**src/rtl/square_pkg.sv**
```systemverilog
// Shared types for the square_grid board game block: cell encoding,
// FSM state encoding and the player-to-cell mapping.
package square_pkg;

    typedef enum logic [1:0] {
        EMPTY = 2'b00,
        P0    = 2'b01,
        P1    = 2'b10
    } cell_t;

    typedef enum logic [1:0] {
        PLAY = 2'b00,
        WIN  = 2'b01,
        DRAW = 2'b10
    } state_t;

    // Map the requesting player bit onto the value written into a cell.
    function automatic cell_t player_cell(input logic pl);
        cell_t v;
        if (pl == 1'b1) begin
            v = P1;
        end else begin
            v = P0;
        end
        return v;
    endfunction

endpackage

```
**src/rtl/square_grid_if.sv**
```systemverilog
// Move request / board status bundle between a game controller and square_grid.
interface square_grid_if #(
    parameter int N      = 3,
    parameter int CODE_W = $clog2(N*N)
);
    logic [CODE_W-1:0] code;
    logic              sel;
    logic              pl;
    logic              clr;
    logic [2*N*N-1:0]  out;
    logic              turn;
    logic              move_ok;
    logic              move_err;
    logic [1:0]        winner;
    logic              done;

    modport master (
        output code, sel, pl, clr,
        input  out, turn, move_ok, move_err, winner, done
    );

    modport slave (
        input  code, sel, pl, clr,
        output out, turn, move_ok, move_err, winner, done
    );
endinterface

```
**src/rtl/square_cell.sv**
```systemverilog
// One board cell: a 2-bit owner register that recognises its own index and
// takes the mover's value when the grid accepts a move addressed to it.
module square_cell
    import square_pkg::*;
#(
    parameter int CODE_W = 4,
    parameter int IDX    = 0
) (
    input  logic              clk,
    input  logic              rst,
    input  logic [CODE_W-1:0] i_code,
    input  logic              i_we,
    input  cell_t             i_val,
    input  logic              i_clr,
    output cell_t             o_cell,
    output logic              o_hit,
    output logic              o_occ
);

    cell_t r_cell;
    logic  w_hit;

    // Address decode of this cell's own index.
    always_comb begin
        w_hit = (i_code == CODE_W'(IDX));
    end

    // Owner register: cleared by new game, written only on an accepted move here.
    always_ff @(posedge clk or negedge rst) begin
        if (!rst) begin
            r_cell <= EMPTY;
        end else if (i_clr) begin
            r_cell <= EMPTY;
        end else if (i_we && w_hit) begin
            r_cell <= i_val;
        end else begin
            r_cell <= r_cell;
        end
    end

    assign o_cell = r_cell;
    assign o_hit  = w_hit;
    assign o_occ  = (r_cell != EMPTY);

endmodule

```
**src/rtl/square_grid.sv**
```systemverilog
// N x N two-player line game. Validates each move request, writes the cell,
// alternates turns and detects row/column/diagonal wins or a full-board draw.
module square_grid
    import square_pkg::*;
#(
    parameter int N      = 3,
    parameter int CODE_W = $clog2(N*N)
) (
    input  logic           clk,
    input  logic           rst,
    square_grid_if.slave   bus
);

    localparam int NN    = N*N;
    localparam int CNT_W = $clog2(NN+1);

    state_t           r_state;
    state_t           w_state_nx;
    logic             r_turn;
    logic             r_ok;
    logic             r_err;
    logic             r_done;
    logic [1:0]       r_winner;
    logic [CNT_W-1:0] r_cnt;

    cell_t            w_cell [NN];
    cell_t            w_nb   [NN];
    logic [NN-1:0]    w_hit;
    logic [NN-1:0]    w_occ;
    logic [NN-1:0]    w_own;
    logic [NN-1:0]    w_own_t;
    logic [N-1:0]     w_diag;
    logic [N-1:0]     w_anti;
    logic [N-1:0]     w_row_win;
    logic [N-1:0]     w_col_win;
    logic [2*NN-1:0]  w_out;
    cell_t            w_mover;
    logic             w_in_range;
    logic             w_occ_sel;
    logic             w_legal;
    logic             w_illegal;
    logic             w_win;
    logic             w_last;

    assign w_mover   = player_cell(bus.pl);
    assign w_occ_sel = |(w_hit & w_occ);

    // Cells, post-write board view and ownership flags for the mover.
    for (genvar i = 0; i < NN; i++) begin : g_cell
        square_cell #(
            .CODE_W (CODE_W),
            .IDX    (i)
        ) u_cell (
            .clk    (clk),
            .rst    (rst),
            .i_code (bus.code),
            .i_we   (w_legal),
            .i_val  (w_mover),
            .i_clr  (bus.clr),
            .o_cell (w_cell[i]),
            .o_hit  (w_hit[i]),
            .o_occ  (w_occ[i])
        );
        assign w_nb[i]             = (w_legal && w_hit[i]) ? w_mover : w_cell[i];
        assign w_own[i]            = (w_nb[i] == w_mover);
        assign w_out[2*i +: 2]     = w_cell[i];
    end

    // Row/column reductions; columns use a transposed copy of the ownership map.
    for (genvar r = 0; r < N; r++) begin : g_line
        for (genvar c = 0; c < N; c++) begin : g_tr
            assign w_own_t[c*N + r] = w_own[r*N + c];
        end
        assign w_row_win[r] = &w_own[r*N +: N];
        assign w_col_win[r] = &w_own_t[r*N +: N];
        assign w_diag[r]    = w_own[r*N + r];
        assign w_anti[r]    = w_own[r*N + (N-1-r)];
    end

    // Move legality, win and last-cell qualification for the current request.
    always_comb begin
        w_in_range = (int'(bus.code) < NN);
        w_legal    = (r_state == PLAY) && bus.sel && !bus.clr && w_in_range &&
                     !w_occ_sel && (bus.pl == r_turn);
        w_illegal  = bus.sel && !bus.clr && !w_legal;
        w_win      = w_legal && ((|w_row_win) || (|w_col_win) || (&w_diag) || (&w_anti));
        w_last     = w_legal && (r_cnt == CNT_W'(NN-1));
    end

    // FSM next state: a win outranks a full board; clr always returns to PLAY.
    always_comb begin
        w_state_nx = r_state;
        case (r_state)
            PLAY: begin
                if (bus.clr) begin
                    w_state_nx = PLAY;
                end else if (w_win) begin
                    w_state_nx = WIN;
                end else if (w_last) begin
                    w_state_nx = DRAW;
                end else begin
                    w_state_nx = PLAY;
                end
            end
            WIN, DRAW: begin
                if (bus.clr) begin
                    w_state_nx = PLAY;
                end else begin
                    w_state_nx = r_state;
                end
            end
            default: w_state_nx = PLAY;
        endcase
    end

    // FSM state register.
    always_ff @(posedge clk or negedge rst) begin
        if (!rst) begin
            r_state <= PLAY;
        end else begin
            r_state <= w_state_nx;
        end
    end

    // Turn, winner, move counter, result pulses and done flag.
    always_ff @(posedge clk or negedge rst) begin
        if (!rst) begin
            r_turn   <= 1'b0;
            r_winner <= 2'b00;
            r_cnt    <= '0;
            r_ok     <= 1'b0;
            r_err    <= 1'b0;
            r_done   <= 1'b0;
        end else if (bus.clr) begin
            r_turn   <= 1'b0;
            r_winner <= 2'b00;
            r_cnt    <= '0;
            r_ok     <= 1'b0;
            r_err    <= 1'b0;
            r_done   <= 1'b0;
        end else begin
            r_ok   <= w_legal;
            r_err  <= w_illegal;
            r_done <= (w_state_nx != PLAY);
            if (w_legal) begin
                r_turn <= ~r_turn;
            end else begin
                r_turn <= r_turn;
            end
            if (w_win) begin
                r_winner <= w_mover;
            end else begin
                r_winner <= r_winner;
            end
            if (w_legal && (r_cnt < CNT_W'(NN))) begin
                r_cnt <= r_cnt + CNT_W'(1);
            end else begin
                r_cnt <= r_cnt;
            end
        end
    end

    assign bus.out      = w_out;
    assign bus.turn     = r_turn;
    assign bus.move_ok  = r_ok;
    assign bus.move_err = r_err;
    assign bus.winner   = r_winner;
    assign bus.done     = r_done;

endmodule

```
**src/flat_wrapper.sv**
```systemverilog
// flat-port wrapper written by rule: the top's interface ports become plain ports
module square_grid_flat import square_pkg::*;
#(
    parameter int N      = 3,
    parameter int CODE_W = $clog2(N*N)
)
  (clk, rst, bus_code, bus_sel, bus_pl, bus_clr, bus_out, bus_turn, bus_move_ok, bus_move_err, bus_winner, bus_done);
  square_grid_if #(.N(N), .CODE_W(CODE_W)) bus_i ();
  input  logic clk;
  input  logic rst;
  input wire logic [$bits(bus_i.code)-1:0] bus_code;
  input wire logic [$bits(bus_i.sel)-1:0] bus_sel;
  input wire logic [$bits(bus_i.pl)-1:0] bus_pl;
  input wire logic [$bits(bus_i.clr)-1:0] bus_clr;
  output wire logic [$bits(bus_i.out)-1:0] bus_out;
  output wire logic [$bits(bus_i.turn)-1:0] bus_turn;
  output wire logic [$bits(bus_i.move_ok)-1:0] bus_move_ok;
  output wire logic [$bits(bus_i.move_err)-1:0] bus_move_err;
  output wire logic [$bits(bus_i.winner)-1:0] bus_winner;
  output wire logic [$bits(bus_i.done)-1:0] bus_done;
  assign bus_i.code = bus_code;
  assign bus_i.sel = bus_sel;
  assign bus_i.pl = bus_pl;
  assign bus_i.clr = bus_clr;
  assign bus_out = bus_i.out;
  assign bus_turn = bus_i.turn;
  assign bus_move_ok = bus_i.move_ok;
  assign bus_move_err = bus_i.move_err;
  assign bus_winner = bus_i.winner;
  assign bus_done = bus_i.done;
  square_grid #(.N(N), .CODE_W(CODE_W)) u_core (.clk(clk), .rst(rst), .bus(bus_i));
endmodule
```
**config.mk**
```make
export PLATFORM = sky130hd
export DESIGN_NAME = square_grid_flat
export DESIGN_NICKNAME = d
export VERILOG_FILES = /design/src/rtl/square_pkg.sv /design/src/rtl/square_grid_if.sv /design/src/rtl/square_cell.sv /design/src/rtl/square_grid.sv /design/src/flat_wrapper.sv
export SDC_FILE = /design/constraint.sdc
export NUM_CORES = 1
export LEC_CHECK = 0
export BUFFER_PORTS_ARGS = -buffer_cell sky130_fd_sc_hd__buf_2
export CAP_MARGIN = 40
export CORE_AREA = 5 5 68 95
export DETAILED_ROUTE_END_ITERATION = 8
export DIE_AREA = 0 0 73 100
export GPL_TIMING_DRIVEN = 0
export HOLD_SLACK_MARGIN = 0.12
export PLACE_DENSITY_LB_ADDON = 0.12
export SYNTH_ARGS = -nofsm -noshare
export SYNTH_HDL_FRONTEND = slang
export SYNTH_SLANG_ARGS = --single-unit
export TNS_END_PERCENT = 5
```
**constraint.sdc**
```tcl
create_clock -name clk -period 5.2 [get_ports clk]
set_input_delay 0.26 -clock clk [delete_from_list [all_inputs] [get_ports clk]]
set_output_delay 0.26 -clock clk [all_outputs]
set_load 0.05 [all_outputs]
```
## After elaboration in Yosys (flattened, before gate mapping)

Index checks and enable logic that the tools add are counted.

- Output and inout port bits: 24
- Register bits after elaboration: 30
- Logic and storage cells: 127

- Reductions and logical operators: 52
- Multiplexer cells: 33
- Equality and inequality tests: 21
- Add/sub/neg operators: 1
- Magnitude comparators: 2
- Bitwise gates (word level): 2

Operators by type and width:

| cell | count |
|---|---|
| 2-bit 2-to-1 mux | 25 |
| 2-bit nonzero test | 13 |
| 3-bit AND reduction | 8 |
| 1-bit logical AND | 19 |
| 2-bit == test | 9 |
| 4-bit by 3-bit == test with 1-bit output, second input constant | 4 |
| 9-bit bitwise AND | 1 |
| 9-bit OR reduction | 1 |
| 4-bit by 2-bit == test with 1-bit output, second input constant | 2 |
| 4-bit == test, second input constant | 2 |
| 4-bit < comparator, second input constant | 2 |
| 4-bit 2-to-1 mux | 2 |
| 3-bit OR reduction | 2 |
| 1-bit 2-to-1 mux | 5 |
| 4-bit by 1-bit adder with 4-bit output, second input constant | 1 |
| 4-bit by 1-bit == test with 1-bit output, second input constant | 1 |
| 4-bit logical NOT | 1 |
| 2-bit case mux with 2 select lines | 1 |
| 1-bit logical NOT | 3 |
| 1-bit logical OR | 3 |
| 2-bit by 1-bit == test with 1-bit output, second input constant | 1 |
| 2-bit == test, second input constant | 1 |
| 2-bit logical NOT | 1 |
| 2-bit OR reduction | 1 |
| 2 further kinds | 2 |

## Logic depth before layout (Yosys ltp)

- Depth after elaboration: 20
- Mapped depth: 10
- Gate-level depth less buffers: 10

## Hierarchy

From an unflattened synthesis, not the netlist that was laid out.

- Cell total of the unflattened synthesis: 221
- Area, all modules: 2,225.9 um^2

Modules (own cells, without submodules):

| module | cells each | area each (um^2) | times used |
|---|---|---|---|
| square_grid | 122 | 1,083.5 | 1 |
| square_cell (u_core.g_cell[1].u_cell ...) | 11 | 126.4 | 5 |
| square_cell (u_core.g_cell[3].u_cell ...) | 11 | 128.9 | 3 |
| square_cell (u_core.g_cell[0].u_cell) | 11 | 123.9 | 1 |

## Worst setup path before layout

No wires, ideal clock.

- Path type: reg2reg
- Start point: register u_core.g_cell[1].u_cell.r_cell[1]
- End point: register u_core.r_winner[0] (netlist: u_core.bus.winner[0])
- Required time: 5,078 ps
- Buffers on the path: 0
- Slack: 2,867 ps
- Clock period less this slack: 2,333 ps
- Arrival: 2,211 ps
- Cell stages (with the launch flop): 8
- Cells stage by stage: dfrtp_1 or2_1 a221oi_4 a41oi_1 nor4_1 a21oi_1 a31o_1 a32o_1

- Longest elaborated chain between the ends: 16
- Elaborated cells on any way between the ends: 48
- Those cells by class: eq/ne: 9; mux: 9; bitwise: 1; reduce/logical: 29

Ends and longest elaborated chain:

| element | RTL line | source |
|---|---|---|
| from (decl) | square_cell.sv:20 | `cell_t r_cell;` |
| from (signal assigned) | square_cell.sv:35 | `r_cell <= i_val;` |
| from (signal assigned) | square_cell.sv:37 | `r_cell <= r_cell;` |
| 2-bit nonzero test | square_cell.sv:43 | `assign o_occ = (r_cell != EMPTY);` |
| 9-bit bitwise AND | square_grid.sv:46 | `assign w_occ_sel = \|(w_hit & w_occ);` |
| 9-bit OR reduction | square_grid.sv:46 |  |
| 1-bit logical NOT | square_grid.sv:84 | `!w_occ_sel && (bus.pl == r_turn);` |
| 1-bit logical AND | square_grid.sv:83 | `w_legal = (r_state == PLAY) && bus.sel && !bus.clr && w_in_range &&` |
| 1-bit logical AND | square_grid.sv:84 |  |
| 1-bit logical AND | square_grid.sv:64 | `assign w_nb[i] = (w_legal && w_hit[i]) ? w_mover : w_cell[i];` |
| 2-bit 2-to-1 mux, on equally long branches | - |  |
| 2-bit == test | square_grid.sv:65 | `assign w_own[i] = (w_nb[i] == w_mover);` |
| 3-bit AND reduction, on equally long branches | square_grid.sv:74, square_grid.sv:75 |  |
| 3-bit OR reduction | square_grid.sv:86 | `w_win = w_legal && ((\|w_row_win) \|\| (\|w_col_win) \|\| (&w_diag) \|\| (&w_anti));` |
| 1-bit logical OR (3 in series) | square_grid.sv:86 |  |
| 1-bit logical AND (*) | square_grid.sv:86 |  |
| 2-bit nonzero test (no source line) (*) | - |  |
| to (signal assigned) | square_grid.sv:151 | `r_winner <= w_mover;` |
| to (signal assigned) | square_grid.sv:153 | `r_winner <= r_winner;` |
| to (decl) | square_grid.sv:23 | `logic [1:0] r_winner;` |

Every way passes the cells marked *; elsewhere a longest branch is shown, timed or not.
A chain may end at the register's enable or synchronous reset.

## Worst setup path in the final report

- Start point: register u_core.r_state[0]
- End point: register u_core.g_cell[3].u_cell.r_cell[1]

- Longest elaborated chain between the ends: 9

Ends and longest elaborated chain:

| element | RTL line | source |
|---|---|---|
| from (decl) | square_grid.sv:17 | `state_t r_state;` |
| from (signal assigned) | square_grid.sv:121 | `r_state <= w_state_nx;` |
| 2-bit logical NOT | square_grid.sv:83 |  |
| 1-bit logical AND (4 in series) | square_grid.sv:83 |  |
| 1-bit logical AND | square_grid.sv:84 |  |
| 1-bit logical AND | square_cell.sv:34 | `end else if (i_we && w_hit) begin` |
| 2-bit 2-to-1 mux (2 in series) | - |  |
| to (signal assigned) | square_cell.sv:35 |  |
| to (signal assigned) | square_cell.sv:37 |  |
| to (decl) | square_cell.sv:20 |  |

No other way between the ends.

==> impl_results.md <==
* Crit path capture type: register
* Synthesized cell area at 0.00188 mm²
* Initial antenna violation count at 0
* Main synth FF type: dfrtp_1
* Later-pin clock latency in the skew report at 0.28 ns
* Wire per inst at 16.4 µm
* Comb power frac at 10.8%
* Area delta synth->final at 17.4%
* Die Span Y at 100 µm
* Worst-path clk slew at 0.06 ns
* # IOs at 33
* Placer congestion estimate at 0.779
* Flops & latches, synth at 30
* Cell Rows at 32
* Largest net degree at the start of global routing at 31
* Number of synthesized flops with an enable pin at 0
* Hpwl dp at 3.75 mm
* Status: finished clean
* Final Slew Violations at 0
* Sequential power share at 48.7%
* Setup violators final at 0
* Crit path DAT at 2.90 ns
* H-tree depth at 2
* Pwr/cell area at 220 mW/mm²
* Setup_tns at 0 ns
* Syn avg cell area at 9.45 µm²
* Post-route minimum period at 2.69 ns
* P_sw at 0.000129 W
* Syn. warnings at 0
* Netlist cell types at 54
* CTS sink count at 30
* CORE AREA at 0.00545 mm²
* Fin nets at 248
* Startpoint Class: register
* Max-Cap Viols at 0
* Initial Util at 34.5%
* Fmax at 372 MHz
* DRC viols at 0
* Vias in the first global route at 1632
* Clock Power Share at 40.5%
* Routed WL at 4.98 mm
* Total Routing Usage GR at 14.9%
* RSZ-0062 raised after global routing: no
* Async SR Flop Fraction at 100%
* Final Cycle Share at 51.7%
* Post-Synthesis Cells at 199
* Fraction of layout cells with a size suffix above 1 at 25.8%
* Fin util at 40.5%
* WS Path Type: reg2reg
* P_int at 0.000358 W
* CTS tree: done
* Die width at 73 µm
* First DRT Iteration DRCs at 59
* CTS Buf Count at 5
* Clk root buf: clkbuf_8
* CP Max Fanout at 8
* Lkg Pwr at 1.04 nW
* Antenna diode count at 0
* Worst-Margin Slew at 0.686 ns
* Final Hold Violating Endpoints at 0
* Gr ovfl total at 0
* CP required at 5.41 ns
* Layout Skew at 0.00532 ns
* Peak VDD IR at 0.000117 V
* Top cell type's share of synthesized area at 39.9%
* Worst Hold Class: in2reg
* Commonest non-fill, non-tap cell in the layout: nor2_1
* Synth area leader: dfrtp_1
* Synth area leaders: dfrtp_1 40%, nor2_1 7.8%, a21oi_1 5.1%
* Switch share at 26.5%
* Most frequent cells in the layout: 39 x nor2_1, 30 x buf_2, 30 x dfrtp_1
* Vias per cell at 5.25
* Routed Antenna Nets at 0
* First-pass GRT wire length at 8.25 mm
* Die ar. at 0.00730 mm²
* Port-buffer cells at 28
* Seq/Total Area, Yosys at 39.9%
* CTS Buffer Depth at 2
* Max_slew headroom at 54.3%
* Synthesized Nets at 212
* DR vias at 1597
* Initial DRT Pass Iterations at 4
[through the flow]
step / worst slack [ns] / instance area [µm²] / hold slack [ns] / cells / total power (W)
5_1_grt: 2.12 / 2210 / 0.247 / 304 / 0.000509
2_1_floorplan: 2.87 / 1880 / -0.0356 / 199 / 0.000276
3_5_place_dp: 2.50 / 2110 / 0.351 / 295 / 0.000294
6_report: 2.51 / 2210 / 0.234 / 304 / 0.000486
4_1_cts: 2.48 / 2210 / 0.225 / 304 / 0.000495
3_3_place_gp: 2.47 / 2110 / 0.350 / 295 / 0.000294
[Yosys cell counts, drive strengths merged (3+ instances only)]
cell type and count:
nor4 3, o21ai 7, ha 4, a21oi 19, a41oi 3, a221oi 3, o31ai 3, buf 6
nor2 40, nor4bb 3, or2 3, mux2 3, nor3 6, inv 11, nor3b 3, nand2 8
dfrtp 30, mux2i 5, nand3 3, and3 3
[kinds of logic after synthesis]
| family | after synthesis | synth area share (%) |
|---|---|---|
| muxes | 8 | 4.46 |
| and+or+nand+nor | 86 | 25.2 |
| xor gates and xnor gates | 3 | 2.40 |
| buffers and inverters | 19 | 4.92 |
| AOI/OAI and AO/OA | 49 | 20.4 |
| DFF | 30 | 39.9 |
| adders and majority gates | 4 | 2.66 |
[final timing paths]
path,from,cells after the start,slack (ns),endpoint
worst max-delay path,u_core.r_state[0]$_DFF_PN0_,9,2.51,u_core.g_cell[3].u_cell.o_cell[1]$_DFF_PN0_
max in group asynchronous,rst,2,4.21,u_core.g_cell[4].u_cell.o_cell[1]$_DFF_PN0_
min in group asynchronous,rst,2,0.55,u_core.g_cell[0].u_cell.o_cell[0]$_DFF_PN0_
worst min register to register,u_core.bus.winner[0]$_DFFE_PN0P_,1,0.53,u_core.bus.winner[0]$_DFFE_PN0P_
worst max register to register,u_core.r_state[0]$_DFF_PN0_,9,2.51,u_core.g_cell[3].u_cell.o_cell[1]$_DFF_PN0_
worst min-delay path,bus_clr,2,0.23,u_core.g_cell[1].u_cell.o_cell[0]$_DFF_PN0_
[sequential cells by signal, summed over array words and instances, names as in the netlist]
signal / count
u_core.bus.done: 1
u_core.bus.turn: 1
u_core.r_cnt: 4
u_core.bus.move_ok: 1
u_core.r_state: 2
u_core.g_cell.u_cell.o_cell: 18
u_core.bus.move_err: 1
u_core.bus.winner: 2
[cell type report]
type,count,area [µm²]
fill,600,3240
multi-input combinational,150,1040
sequential,30,751
timing repair buffer,29,150
clock buffer,7,86.3
tap,68,85.1
buffer,8,51.3
inverter,11,41.3
clock inverter,1,5.00
[power by group through the flow]
stage	registers, W	clock network (W)	logic, W
3_5_place_dp	0.000241	0	0.0000527
5_1_grt	0.000237	0.000214	0.0000576
2_1_floorplan	0.000246	0	0.0000298
6_report	0.000237	0.000197	0.0000523
3_3_place_gp	0.000241	0	0.0000528
4_1_cts	0.000237	0.000205	0.0000533
[metal layers]
metal  global-route usage (%)  vias to the layer above  part of all wire [%]
met1                     17.7                      767                    41
li1                         -                      792                     -
met5                        0                        -                     0
met3                     3.11                        8                   4.2
met4                     5.97                        0                   2.2
met2                     25.6                       30                    53
[repair_timing]
action,4_1_cts,5_1_grt
resized for setup,0,0
hold buffers,1,0
setup buffers,0,0
endpoints found under the hold margin,30,0
[worst max-delay path, cell delays in order, from the launching register on]
cell      delay, ns
dfrtp_1        0.41
inv_1          0.07
ha_1           0.16
nand3b_1       0.24
nor2_2         0.38
o31a_1         0.32
nand4_2        0.27
nor2_1         0.52
a21oi_1        0.13
nor2_1         0.11
Power figures use the tool's default switching activity.
